==> src/rtl/mm_addr_sequencer.sv <==
// Configurable i/j/k loop-nest address sequencer for the matrix-multiply cores.
// Emits one (A, B, D) address triple per MAC step over a valid/ready stream; rows are interleaved across NCORES.
module mm_addr_sequencer #(
  parameter int ADDR_W  = 8,
  parameter int DIM_W   = 4,
  parameter int NCORES  = 3,
  parameter int CORE_ID = 0
) (
  input  logic              clock,
  input  logic              RST,
  input  logic              start,
  input  logic [DIM_W-1:0]  p_dim,
  input  logic [DIM_W-1:0]  q_dim,
  input  logic [DIM_W-1:0]  r_dim,
  input  logic [ADDR_W-1:0] base_a,
  input  logic [ADDR_W-1:0] base_b,
  input  logic [ADDR_W-1:0] base_d,
  output logic              busy,
  output logic              done,
  output logic              out_valid,
  input  logic              out_ready,
  output logic [ADDR_W-1:0] addr_a,
  output logic [ADDR_W-1:0] addr_b,
  output logic [ADDR_W-1:0] addr_d,
  output logic              k_first,
  output logic              k_last
);

  localparam int IW = DIM_W + 1;

  typedef enum logic [1:0] {IDLE, LOAD, RUN, DONE} state_t;

  state_t state_reg, state_next;

  logic [DIM_W-1:0]  p_reg, q_reg, r_reg;
  logic [ADDR_W-1:0] base_a_reg, base_b_reg, base_d_reg;
  logic [ADDR_W-1:0] step_a_reg, step_d_reg, row_a_reg, row_d_reg;
  logic [ADDR_W-1:0] addr_a_reg, addr_b_reg, addr_d_reg;
  logic [IW-1:0]     i_reg;
  logic [DIM_W-1:0]  j_reg, k_reg;

  logic [DIM_W-1:0]  q_last, r_last;
  logic [ADDR_W-1:0] step_a_init, step_d_init, row_a_init, row_d_init;
  logic              degenerate, k_end, j_end, more_rows, last_beat, fire;

  assign q_last = q_reg - DIM_W'(1);
  assign r_last = r_reg - DIM_W'(1);

  // Loop-invariant products derived from the latched dimensions, used only in LOAD.
  assign step_a_init = ADDR_W'(NCORES * int'(q_reg));
  assign step_d_init = ADDR_W'(NCORES * int'(r_reg));
  assign row_a_init  = base_a_reg + ADDR_W'(CORE_ID * int'(q_reg));
  assign row_d_init  = base_d_reg + ADDR_W'(CORE_ID * int'(r_reg));

  assign degenerate = (p_reg == '0) || (q_reg == '0) || (r_reg == '0) ||
                      (CORE_ID >= int'(p_reg));

  assign k_end     = (k_reg == q_last);
  assign j_end     = (j_reg == r_last);
  // Compare in int so the row step can never wrap the comparison.
  assign more_rows = (int'(i_reg) + NCORES) < int'(p_reg);
  assign last_beat = k_end && j_end && !more_rows;
  assign fire      = (state_reg == RUN) && out_ready;

  always_ff @(posedge clock) begin
    if (RST) begin
      state_reg <= IDLE;
    end else begin
      state_reg <= state_next;
    end
  end

  always_comb begin
    state_next = state_reg;
    case (state_reg)
      IDLE:    if (start) state_next = LOAD;
      LOAD:    state_next = degenerate ? DONE : RUN;
      RUN:     if (fire && last_beat) state_next = DONE;
      DONE:    state_next = IDLE;
      default: state_next = IDLE;
    endcase
  end

  always_comb begin
    busy      = (state_reg != IDLE);
    done      = (state_reg == DONE);
    out_valid = (state_reg == RUN);
    k_first   = (state_reg == RUN) && (k_reg == '0);
    k_last    = (state_reg == RUN) && k_end;
    addr_a    = addr_a_reg;
    addr_b    = addr_b_reg;
    addr_d    = addr_d_reg;
  end

  always_ff @(posedge clock) begin
    if (RST) begin
      p_reg      <= '0;
      q_reg      <= '0;
      r_reg      <= '0;
      base_a_reg <= '0;
      base_b_reg <= '0;
      base_d_reg <= '0;
      step_a_reg <= '0;
      step_d_reg <= '0;
      row_a_reg  <= '0;
      row_d_reg  <= '0;
      addr_a_reg <= '0;
      addr_b_reg <= '0;
      addr_d_reg <= '0;
      i_reg      <= '0;
      j_reg      <= '0;
      k_reg      <= '0;
    end else begin
      case (state_reg)
        IDLE: begin
          if (start) begin
            p_reg      <= p_dim;
            q_reg      <= q_dim;
            r_reg      <= r_dim;
            base_a_reg <= base_a;
            base_b_reg <= base_b;
            base_d_reg <= base_d;
          end
        end
        LOAD: begin
          step_a_reg <= step_a_init;
          step_d_reg <= step_d_init;
          row_a_reg  <= row_a_init;
          row_d_reg  <= row_d_init;
          addr_a_reg <= row_a_init;
          addr_b_reg <= base_b_reg;
          addr_d_reg <= row_d_init;
          i_reg      <= IW'(CORE_ID);
          j_reg      <= '0;
          k_reg      <= '0;
        end
        RUN: begin
          if (out_ready) begin
            if (!k_end) begin
              k_reg      <= k_reg + DIM_W'(1);
              addr_a_reg <= addr_a_reg + ADDR_W'(1);
              addr_b_reg <= addr_b_reg + ADDR_W'(r_reg);
            end else if (!j_end) begin
              k_reg      <= '0;
              j_reg      <= j_reg + DIM_W'(1);
              addr_a_reg <= row_a_reg;
              addr_b_reg <= base_b_reg + ADDR_W'(j_reg) + ADDR_W'(1);
              addr_d_reg <= addr_d_reg + ADDR_W'(1);
            end else if (more_rows) begin
              i_reg      <= i_reg + IW'(NCORES);
              j_reg      <= '0;
              k_reg      <= '0;
              row_a_reg  <= row_a_reg + step_a_reg;
              row_d_reg  <= row_d_reg + step_d_reg;
              addr_a_reg <= row_a_reg + step_a_reg;
              addr_b_reg <= base_b_reg;
              addr_d_reg <= row_d_reg + step_d_reg;
            end
          end
        end
        default: begin
        end
      endcase
    end
  end

endmodule
==> config.mk <==
export PLATFORM = sky130hd
export DESIGN_NAME = mm_addr_sequencer
export DESIGN_NICKNAME = d
export VERILOG_FILES = /design/src/rtl/mm_addr_sequencer.sv
export SDC_FILE = /design/constraint.sdc
export NUM_CORES = 1
export LEC_CHECK = 0
export ABC_CLOCK_PERIOD_IN_PS = 2400
export BUFFER_PORTS_ARGS = -buffer_cell sky130_fd_sc_hd__clkbuf_2
export CORE_MARGIN = 4
export CORE_UTILIZATION = 56
export CTS_BUF_LIST = sky130_fd_sc_hd__clkbuf_4
export CTS_CLUSTER_DIAMETER = 40
export DETAILED_ROUTE_END_ITERATION = 10
export MAX_ROUTING_LAYER = met4
export PLACE_DENSITY = 0.8
export REMOVE_ABC_BUFFERS = 1
export SLEW_MARGIN = 15
export SYNTH_ARGS = -nofsm -noshare
export SYNTH_HDL_FRONTEND = slang
export SYNTH_SLANG_ARGS = --single-unit
==> constraint.sdc <==
create_clock -name clock -period 2.4 [get_ports clock]
set_input_delay 0.24 -clock clock [delete_from_list [all_inputs] [get_ports clock]]
set_output_delay 0.24 -clock clock [all_outputs]
set_load 0.05 [all_outputs]
Word level (Yosys, flattened, before mapping). Index checks and enable logic that the tools add are counted.

Add/subtract/negate cells: 13. Mux-type cells: 41. Reductions and logical operators: 22. Order comparisons: 2. Eq/ne operators: 13. $mul: 2.

Operators with widths (count): 8-bit 2-to-1 mux (18); 8-bit one-hot mux with 2 select lines (5); 4-bit 2-to-1 mux (7); 8-bit by 1-bit adder with 8-bit output, second input constant (3); 5-bit 2-to-1 mux (4); 8-bit by 4-bit adder with 8-bit output (2); 8-bit adder (2); 4-bit logical NOT (4); 4-bit one-hot mux with 2 select lines (2); 2-bit by 4-bit multiplier with 6-bit output, first input constant (2); 2-bit by 1-bit inequality test with 1-bit output, second input constant (5); 5-bit one-hot mux with 2 select lines (1); 4-bit by 1-bit adder with 4-bit output, second input constant (2); 4-bit == test (2); 2-bit one-hot mux with 4 select lines (1); 4-bit by 1-bit subtractor with 4-bit output, second input constant (2); 5-bit by 2-bit adder with 6-bit output, second input constant (1); 1-bit logical AND (6); 6-bit by 4-bit less-than comparator with 1-bit output (1); 5-bit by 2-bit adder with 5-bit output, second input constant (1); 5-bit AND reduction (1); 2-bit == test, second input constant (2); 1-bit by 4-bit >= comparator with 1-bit output, first input constant (1); 2-bit 2-to-1 mux (2); other kinds (12) (16).

Input port bits: 40. Register bits: 107. Word-level logic and storage cells: 110. Output and inout bits: 29.

Longest topological paths before layout. Gate-level depths: netlist of run 1.

Depth after elaboration: 7. Mapped depth: 12. Mapped depth without buffers: 10.

Worst setup path before layout of run 1. Ideal clock, no wire load.

Path type: register to output. Start: register state_reg[0]. End: output port k_first. Setup slack: -0.917 ns. Data required time: 2.160 ns. Cell stages (with the launch flop): 8. Buffers on the path: 3. Data arrival time: 3.077 ns. Cells stage by stage: dfxtp_1 > inv_1 > ha_1 > clkbuf_1 > clkbuf_1 > clkbuf_1 > nand2_1 > nor3_1.

Cells in the longest elaborated chain, start to end: 2.

Ends and longest elaborated chain: from (decl) (line 33) `state_t state_reg, state_next;`; from (signal assigned) (line 69) `state_reg <= state_next;`; 2-bit == test; net out_valid (line 20) `output logic out_valid,`; 1-bit logical AND (line 88) `k_first = (state_reg == RUN) && (k_reg == '0);`; to (decl) (line 25) `output logic k_first,`.

The timed path passes the listed nets, and every way through them passes these cells.

Final worst setup path of run 1.
Start: register q_reg[1]. End: output port k_last.

Cells in the longest elaborated chain, start to end: 3.

Ends and longest elaborated chain: from (decl) (line 35) `logic [DIM_W-1:0] p_reg, q_reg, r_reg;`; from (signal assigned) (line 118) `q_reg <= q_dim;`; 4-bit by 1-bit subtractor with 4-bit output (line 46) `assign q_last = q_reg - DIM_W'(1);`; 4-bit == test (line 58) `assign k_end = (k_reg == q_last);`; 1-bit logical AND (line 89) `k_last = (state_reg == RUN) && k_end;`; to (decl) (line 26) `output logic k_last`.

No other way between the ends.

==> impl_metrics.toml, run 1 <==
[run_status]
status = "complete, but fails checks"
violations = "negative setup slack"

[logic_synthesis]
async_reset_ff_share_pct = 0
synth_enable_flop_cells = 0
synth-main-ff-cell = "dfxtp_1"
syn_inst = 787
syn-cell-area_um2 = 6470
synth.avg_cell_area_um2 = 8.22
yosysSeqAreaShare_pct = 31.9
synth_common_cells = "nand2_1, dfxtp_1, a21oi_1"
synth_top_cell_area_share_pct = 31.9
synth.ff_latch_count = 103
yosys.area.top_type = "dfxtp_1"
synth_area_leaders = "dfxtp_1, ha_1, nand2_1"
yosysWarningCount = 0
synth.distinct_cells = 67
synth_most_common_cell = "nand2_1"

[global_routing]
gr-total-overflow = 0
grt_pass1_wl_um = 32400
grt_max_degree = 41
grt_pass1_vias = 6782
antenna_found_initial = 0
grt_usage_pct = 31.3

[routing]
wl_um = 22000
postRouteAntennaNets = 0
drc_errors = 0
drt_iter0_drc = 537
dr.pass1.iters = 5
avgViaCountPerCell = 6.23
wl_per_cell_um = 19.9
num_vias = 6899

[place]
port_buffers = 68
gp_congestion = 0.926
hpwlAfterDp_um = 12400
dp_cells = 1011

[setup_path]
worst_path_most_repeated_cell = "buf_4"
critPathLaunchType = "flop"
crit_buf_inv = 6
crit_family = "buffers and inverters"
crit_chain = "inv_4 -> ha_4 -> a21boi_4 -> xnor2_2 -> buf_4 -> nor4_4 -> buf_4 -> nand2_4 -> buf_6 -> inv_6 -> buf_12"
worstPathRequired_ns = 2.16
cp_max_fo = 5
cp_slowest_cell = "dfxtp_2"
cp-end-kind = "output pin"
crit_type = "reg2out"
cp.arrival_ns = 2.50
reg2reg_setup_slack_ns = -0.29
max_stage_delay_ns = 0.40

[power_and_ir_drop]
ir_drop_uv = 1060
total_power_mw = 9.47
power_density_nw_per_um2 = 1090
leakage_nw = 3.66

[clocking]
cts_tree = "yes"
clock_latency_ns = 0.52
root_buffer = "clkbuf_4"
cts_buffers = 9
clock-sinks = 103
clk_path_buf_depth = 2
cts-htree-levels = 3
cts.clk_slew.worst_paths_ns = 0.15

[die]
boundaryPins = 69
initial_utilization_pct = 58.4
rows = 38
die_h_um = 116
core_area_um2 = 11100
die_area_um2 = 13300
dieWidth_um = 116

[cells_and_area]
final_nets = 1062
area_growth_pct = 34.5
final_layout_size_suffix_gt1_share_pct = 29.6
stdcell_count = 1108
nFillCells = 691

[sta]
relSlewSlack_pct = 47.2
finalWorstSetupSlack_ns = -0.343
rsz0062_at_grt = "true"
finalCritPeriodShare_pct = 114
fin_setup_tns_ns = -8.29
worst_pin_slew_ns = 0.787
finalMaxSlewViolations = 0
clock_skew_ns = 0.0224
setup_violations = 55
hold_viol = 0
fmax_mhz = 365
fin_crit_ns = 2.74

[hold_path]
hold_class = "in2reg"

[flow_run]
drv_cap = 0
-- through the flow --
stage	hold slack (ns)	utilization, %	worst slack [ns]	instance area, um2
after floorplan	0.305	-	-2.12	6250
after detailed placement	0.452	65.9	-0.203	7300
after global routing	0.179	78.5	-0.389	8700
final	0.185	78.6	-0.343	8700
after global placement	0.442	65.9	-0.0644	7300
after CTS	0.149	75.2	-0.167	8330
-- report_power, final --
group | total, mW | switching (mW) | internal, mW
Sequential | 2.47 | 0.391 | 2.08
Clock | 0.881 | 0.598 | 0.284
Combinational | 6.12 | 3.50 | 2.62
Total | 9.47 | 4.48 | 4.99
-- worst register-to-register path, cell delays in order (launching register included) --
cell and delay, ns:
dfxtp_2 0.40, inv_4 0.08, ha_4 0.16, a21boi_4 0.14, xnor2_2 0.14, buf_4 0.17
nor4_4 0.34, buf_4 0.19, nand2_4 0.05, buf_4 0.16, nor3_4 0.31, buf_4 0.17
a21oi_1 0.06, a311oi_1 0.23
-- final cells by class --
class | count | area, um2 | area share [%]
sequential | 103 | 2070 | 23.8
antenna | 1 | 2.50 | 0.0288
timing repair buffer | 207 | 1730 | 19.9
clock buffer | 15 | 113 | 1.29
clock inverter | 1 | 5.00 | 0.0575
multi-input combinational | 597 | 4430 | 50.9
tap | 140 | 175 | 2.01
inverter | 44 | 173 | 1.98
-- worst paths after layout --
| check | startpoint | end | depth (start not counted) |
|---|---|---|---|
| setup reg to reg | q_reg[1] | j_reg[2] | 13 |
| hold reg to reg | base_a_reg[2] | base_a_reg[2] | 2 |
| setup / recovery | q_reg[1] | k_last | 11 |
| hold / removal | RST | base_b_reg[4] | 2 |
-- cells by family after synthesis --
kind of cell    Yosys count  synth area share, %
simple gates            246                 17.2
mux                      19                 2.96
fa+ha+maj                60                 12.3
flops                   103                 31.9
buf+inv                  88                 6.05
compound gates          226                 23.4
xor+xnor                 45                 6.32
-- metal layers --
layer	track usage [%]	vias to the layer above	part of all wire [%]
li1	-	3115	-
met1	36.1	3299	39
met4	13.2	0	5.1
met2	53.0	387	49
met3	6.48	98	7.5
met5	-	-	0
-- repair_timing --
item | 4_1_cts | 5_1_grt
endpoints found under the setup margin | 55 | 58
hold endpoints to repair | 36 | 0
gates resized for setup | 75 | 63
setup buffers | 30 | 12
gates cloned | 3 | 1
pin swaps | 33 | 26
hold buffers | 36 | 0
-- cell usage in the layout, fill, tap and decap left out, drive strengths merged, types with 3 or more instances in the layout --
cell,synthesis,final
nand2,123,123
o22ai,7,7
o31ai,5,5
a211oi,19,19
nand3,9,9
ha,54,54
clkbuf,26,82
xnor2,31,31
a21oi,87,87
and2,6,7
nand2b,4,4
nand3b,3,3
nor2b,10,10
inv,44,44
nor3,18,18
xor2,13,13
o221ai,4,4
o21ai,31,31
or3,5,5
and3,3,3
o211ai,11,11
a21boi,3,3
mux2i,18,18
o21a,4,4
buf,18,103
o32ai,3,3
nor2,52,52
fa,6,6
dfxtp,103,103
a41oi,3,3
a31oi,4,4
nand4,7,7
a21o,13,13
o21bai,4,4
a311oi,10,10
dlygate4sd3,0,36
No activity file was read; power rests on OpenSTA's default activity.
==> run 2: changes to the inputs <==
--- a/config.mk
+++ b/config.mk
@@ -14,5 +14,5 @@
 export DETAILED_ROUTE_END_ITERATION = 10
 export MAX_ROUTING_LAYER = met4
-export PLACE_DENSITY = 0.8
+export PLACE_DENSITY = 0.89
 export REMOVE_ABC_BUFFERS = 1
 export SLEW_MARGIN = 15
==> constraint.sdc (replaced) <==
create_clock -name clock -period 2.4 [get_ports clock]
set_input_delay 0.12 -clock clock [delete_from_list [all_inputs] [get_ports clock]]
set_output_delay 0.12 -clock clock [all_outputs]
set_load 0.05 [all_outputs]
==> run 2 against run 1 <==
  * The flow still finishes with violations (negative setup slack)
  * Final cell count fell by 0.54%
  * Power rose by 9.7%
  * Clock skew rose by 0.010 ns
  * Critical path type is now reg2reg
  * Critical endpoint is now k_reg[3]
==> impl_metrics.toml, run 2 (synthesized netlist as in run 1, its figures left out) <==
[setup_path]
cp-startpoint = "q_reg[1]"
worstPathRequired_ns = 2.81
cp-endpoint = "k_reg[3]"
reg2reg_setup_slack_ns = -0.38
cp-end-kind = "flop"
crit_type = "reg2reg"
timing.rr.start = "q_reg[1]"
crit_chain = "inv_4 -> ha_4 -> a21boi_4 -> xnor2_2 -> buf_4 -> nor4_4 -> buf_4 -> buf_12 -> a41oi_4 -> buf_12 -> nand4_1 -> xor2_1 -> nor3_1"
timing.rr.end = "k_reg[3]"
cp_max_fo = 6
critPathLaunchType = "flop"
reg2reg_depth = 13
cp_slowest_cell = "a41oi_4"
cp.arrival_ns = 3.19
cp.depth = 13
crit_buf_inv = 5
crit_family = "buffers and inverters"
max_stage_delay_ns = 0.42

[power_and_ir_drop]
p_comb_share_pct = 65.6
power_density_nw_per_um2 = 1160
ir_drop_uv = 1050
clkPwrFrac_pct = 10.2
total_power_mw = 10.4
seqPwrFrac_pct = 24.3
swShare_pct = 48.1
switchingPower_mw = 4.99
p_int_mw = 5.40
leakage_nw = 3.72

[routing]
drt_iter0_drc = 945
postRouteAntennaNets = 0
avgViaCountPerCell = 6.70
wl_per_cell_um = 22.9
wl_um = 25300
num_vias = 7388
drc_errors = 0
dr.pass1.iters = 9

[flow_run]
drv_cap = 0

[cells_and_area]
area_growth_pct = 38.8
layout_commonest_cell = "nand2_1"
post-route-util_pct = 81.1
final_layout_size_suffix_gt1_share_pct = 31.6
final_nets = 1057
nFillCells = 576
num_antenna_cells = 0
layout_common_cells = "nand2_1, dfxtp_1, a21oi_1, clkbuf_2, buf_4"

[sta]
fin_crit_ns = 2.78
clock_skew_ns = 0.0327
relSlewSlack_pct = 57.8
setup_violations = 56
finalMaxSlewViolations = 0
worst_pin_slew_ns = 0.628
finalWorstSetupSlack_ns = -0.382
fin_setup_tns_ns = -9.08
finalCritPeriodShare_pct = 116
rsz0062_at_grt = "true"
fmax_mhz = 359
hold_viol = 0

[die]
boundaryPins = 69
initial_utilization_pct = 58.4
rows = 38
die_area_um2 = 13300
core_area_um2 = 11100
dieWidth_um = 116
die_h_um = 116

[clocking]
cts-htree-levels = 3
clock-sinks = 103
cts_tree = "yes"
cts.clk_slew.worst_paths_ns = 0.19
clk_path_buf_depth = 2
root_buffer = "clkbuf_4"
cts_buffers = 9
clock_latency_ns = 0.50

[place]
place_ws_ns = -0.161
port_buffers = 68
gp_congestion = 0.899
hpwlAfterDp_um = 12000

[hold_path]
hold_class = "in2reg"

[global_routing]
grt_max_degree = 60
antenna_found_initial = 0
grt_usage_pct = 30.6
grt_pass1_wl_um = 31700
grt_pass1_vias = 6602
gr-total-overflow = 0

[run_status]
violations = "negative setup slack"
status = "complete, but fails checks"
## run 2: cell types whose count changed in the layout (fill, tap and decap cells not counted), moves of 6 or more
cell       delta
nor3_1        -7
buf_4         -8
a21oi_1       -7
clkbuf_4      -8
clkbuf_16     +6
nor3_2        +6
nor2_4        +7
nor2_1        -9
## run 2: metrics by stage
step	hold slack (ns)	cells	cell area, um2
3_3_place_gp	0.343	1017	7370
6_report	0.0432	1102	8980
5_1_grt	0.0567	1102	8980
3_5_place_dp	0.349	1017	7370
4_1_cts	0.0274	1082	8230
2_1_floorplan	0.185	743	6250
## run 2: what timing repair did
item / CTS / global route
resized for setup: 48 / 120
hold buffers: 36 / 0
pin swaps: 25 / 39
setup buffers: 10 / 15
endpoints found under the hold margin: 36 / 0
cloned: 3 / 6
setup endpoints to repair: 38 / 56
## run 2: how the worst min path moves through the flow
| stage | startpoint | to | slack (ns) | depth (start not counted) |
|---|---|---|---|---|
| 2_1_floorplan | RST | row_a_reg[0] | 0.18 | 1 |
| 3_3_place_gp | base_a[7] | base_a_reg[7] | 0.34 | 3 |
| 3_5_place_dp | q_dim[0] | q_reg[0] | 0.35 | 3 |
| 4_1_cts | RST | state_reg[1] | 0.03 | 2 |
| 5_1_grt | RST | step_d_reg[1] | 0.06 | 2 |
| 6_report | RST | state_reg[1] | 0.04 | 2 |
## run 2: final cells by class
| cell class | count | area [um2] | share of cell area (%) |
|---|---|---|---|
| multi-input combinational | 597 | 4600 | 51.2 |
| sequential | 103 | 2070 | 23.1 |
| timing repair buffer | 202 | 1800 | 20.0 |
| tap | 140 | 175 | 1.95 |
| inverter | 44 | 170 | 1.89 |
| clock inverter | 7 | 96.3 | 1.07 |
| clock buffer | 9 | 67.6 | 0.752 |
## run 2: worst register-to-register path: stages, from the launching register on
cell and delay (ns):
dfxtp_2 0.38, inv_4 0.11, ha_4 0.16, a21boi_4 0.19
xnor2_2 0.14, buf_4 0.15, nor4_4 0.04, buf_4 0.18
buf_12 0.15, a41oi_4 0.42, buf_12 0.20, nand4_1 0.12
xor2_1 0.17, nor3_1 0.28
## run 2: power by group through the flow
stage / clock, mW / combinational [mW] / sequential, mW
2_1_floorplan: 0 / 2.46 / 2.82
5_1_grt: 1.12 / 7.08 / 2.54
3_3_place_gp: 0 / 4.38 / 2.43
3_5_place_dp: 0 / 4.52 / 2.45
4_1_cts: 1.04 / 5.15 / 2.42
6_report: 1.06 / 6.81 / 2.52
## run 2: per-layer routing
layer,vias to the layer above,wire (um),GRT usage (%)
met2,643,11900,51.2
met4,0,2030,13.2
met3,229,2650,5.38
met1,3416,8720,36.2
li1,3100,-,-
met5,-,0,-
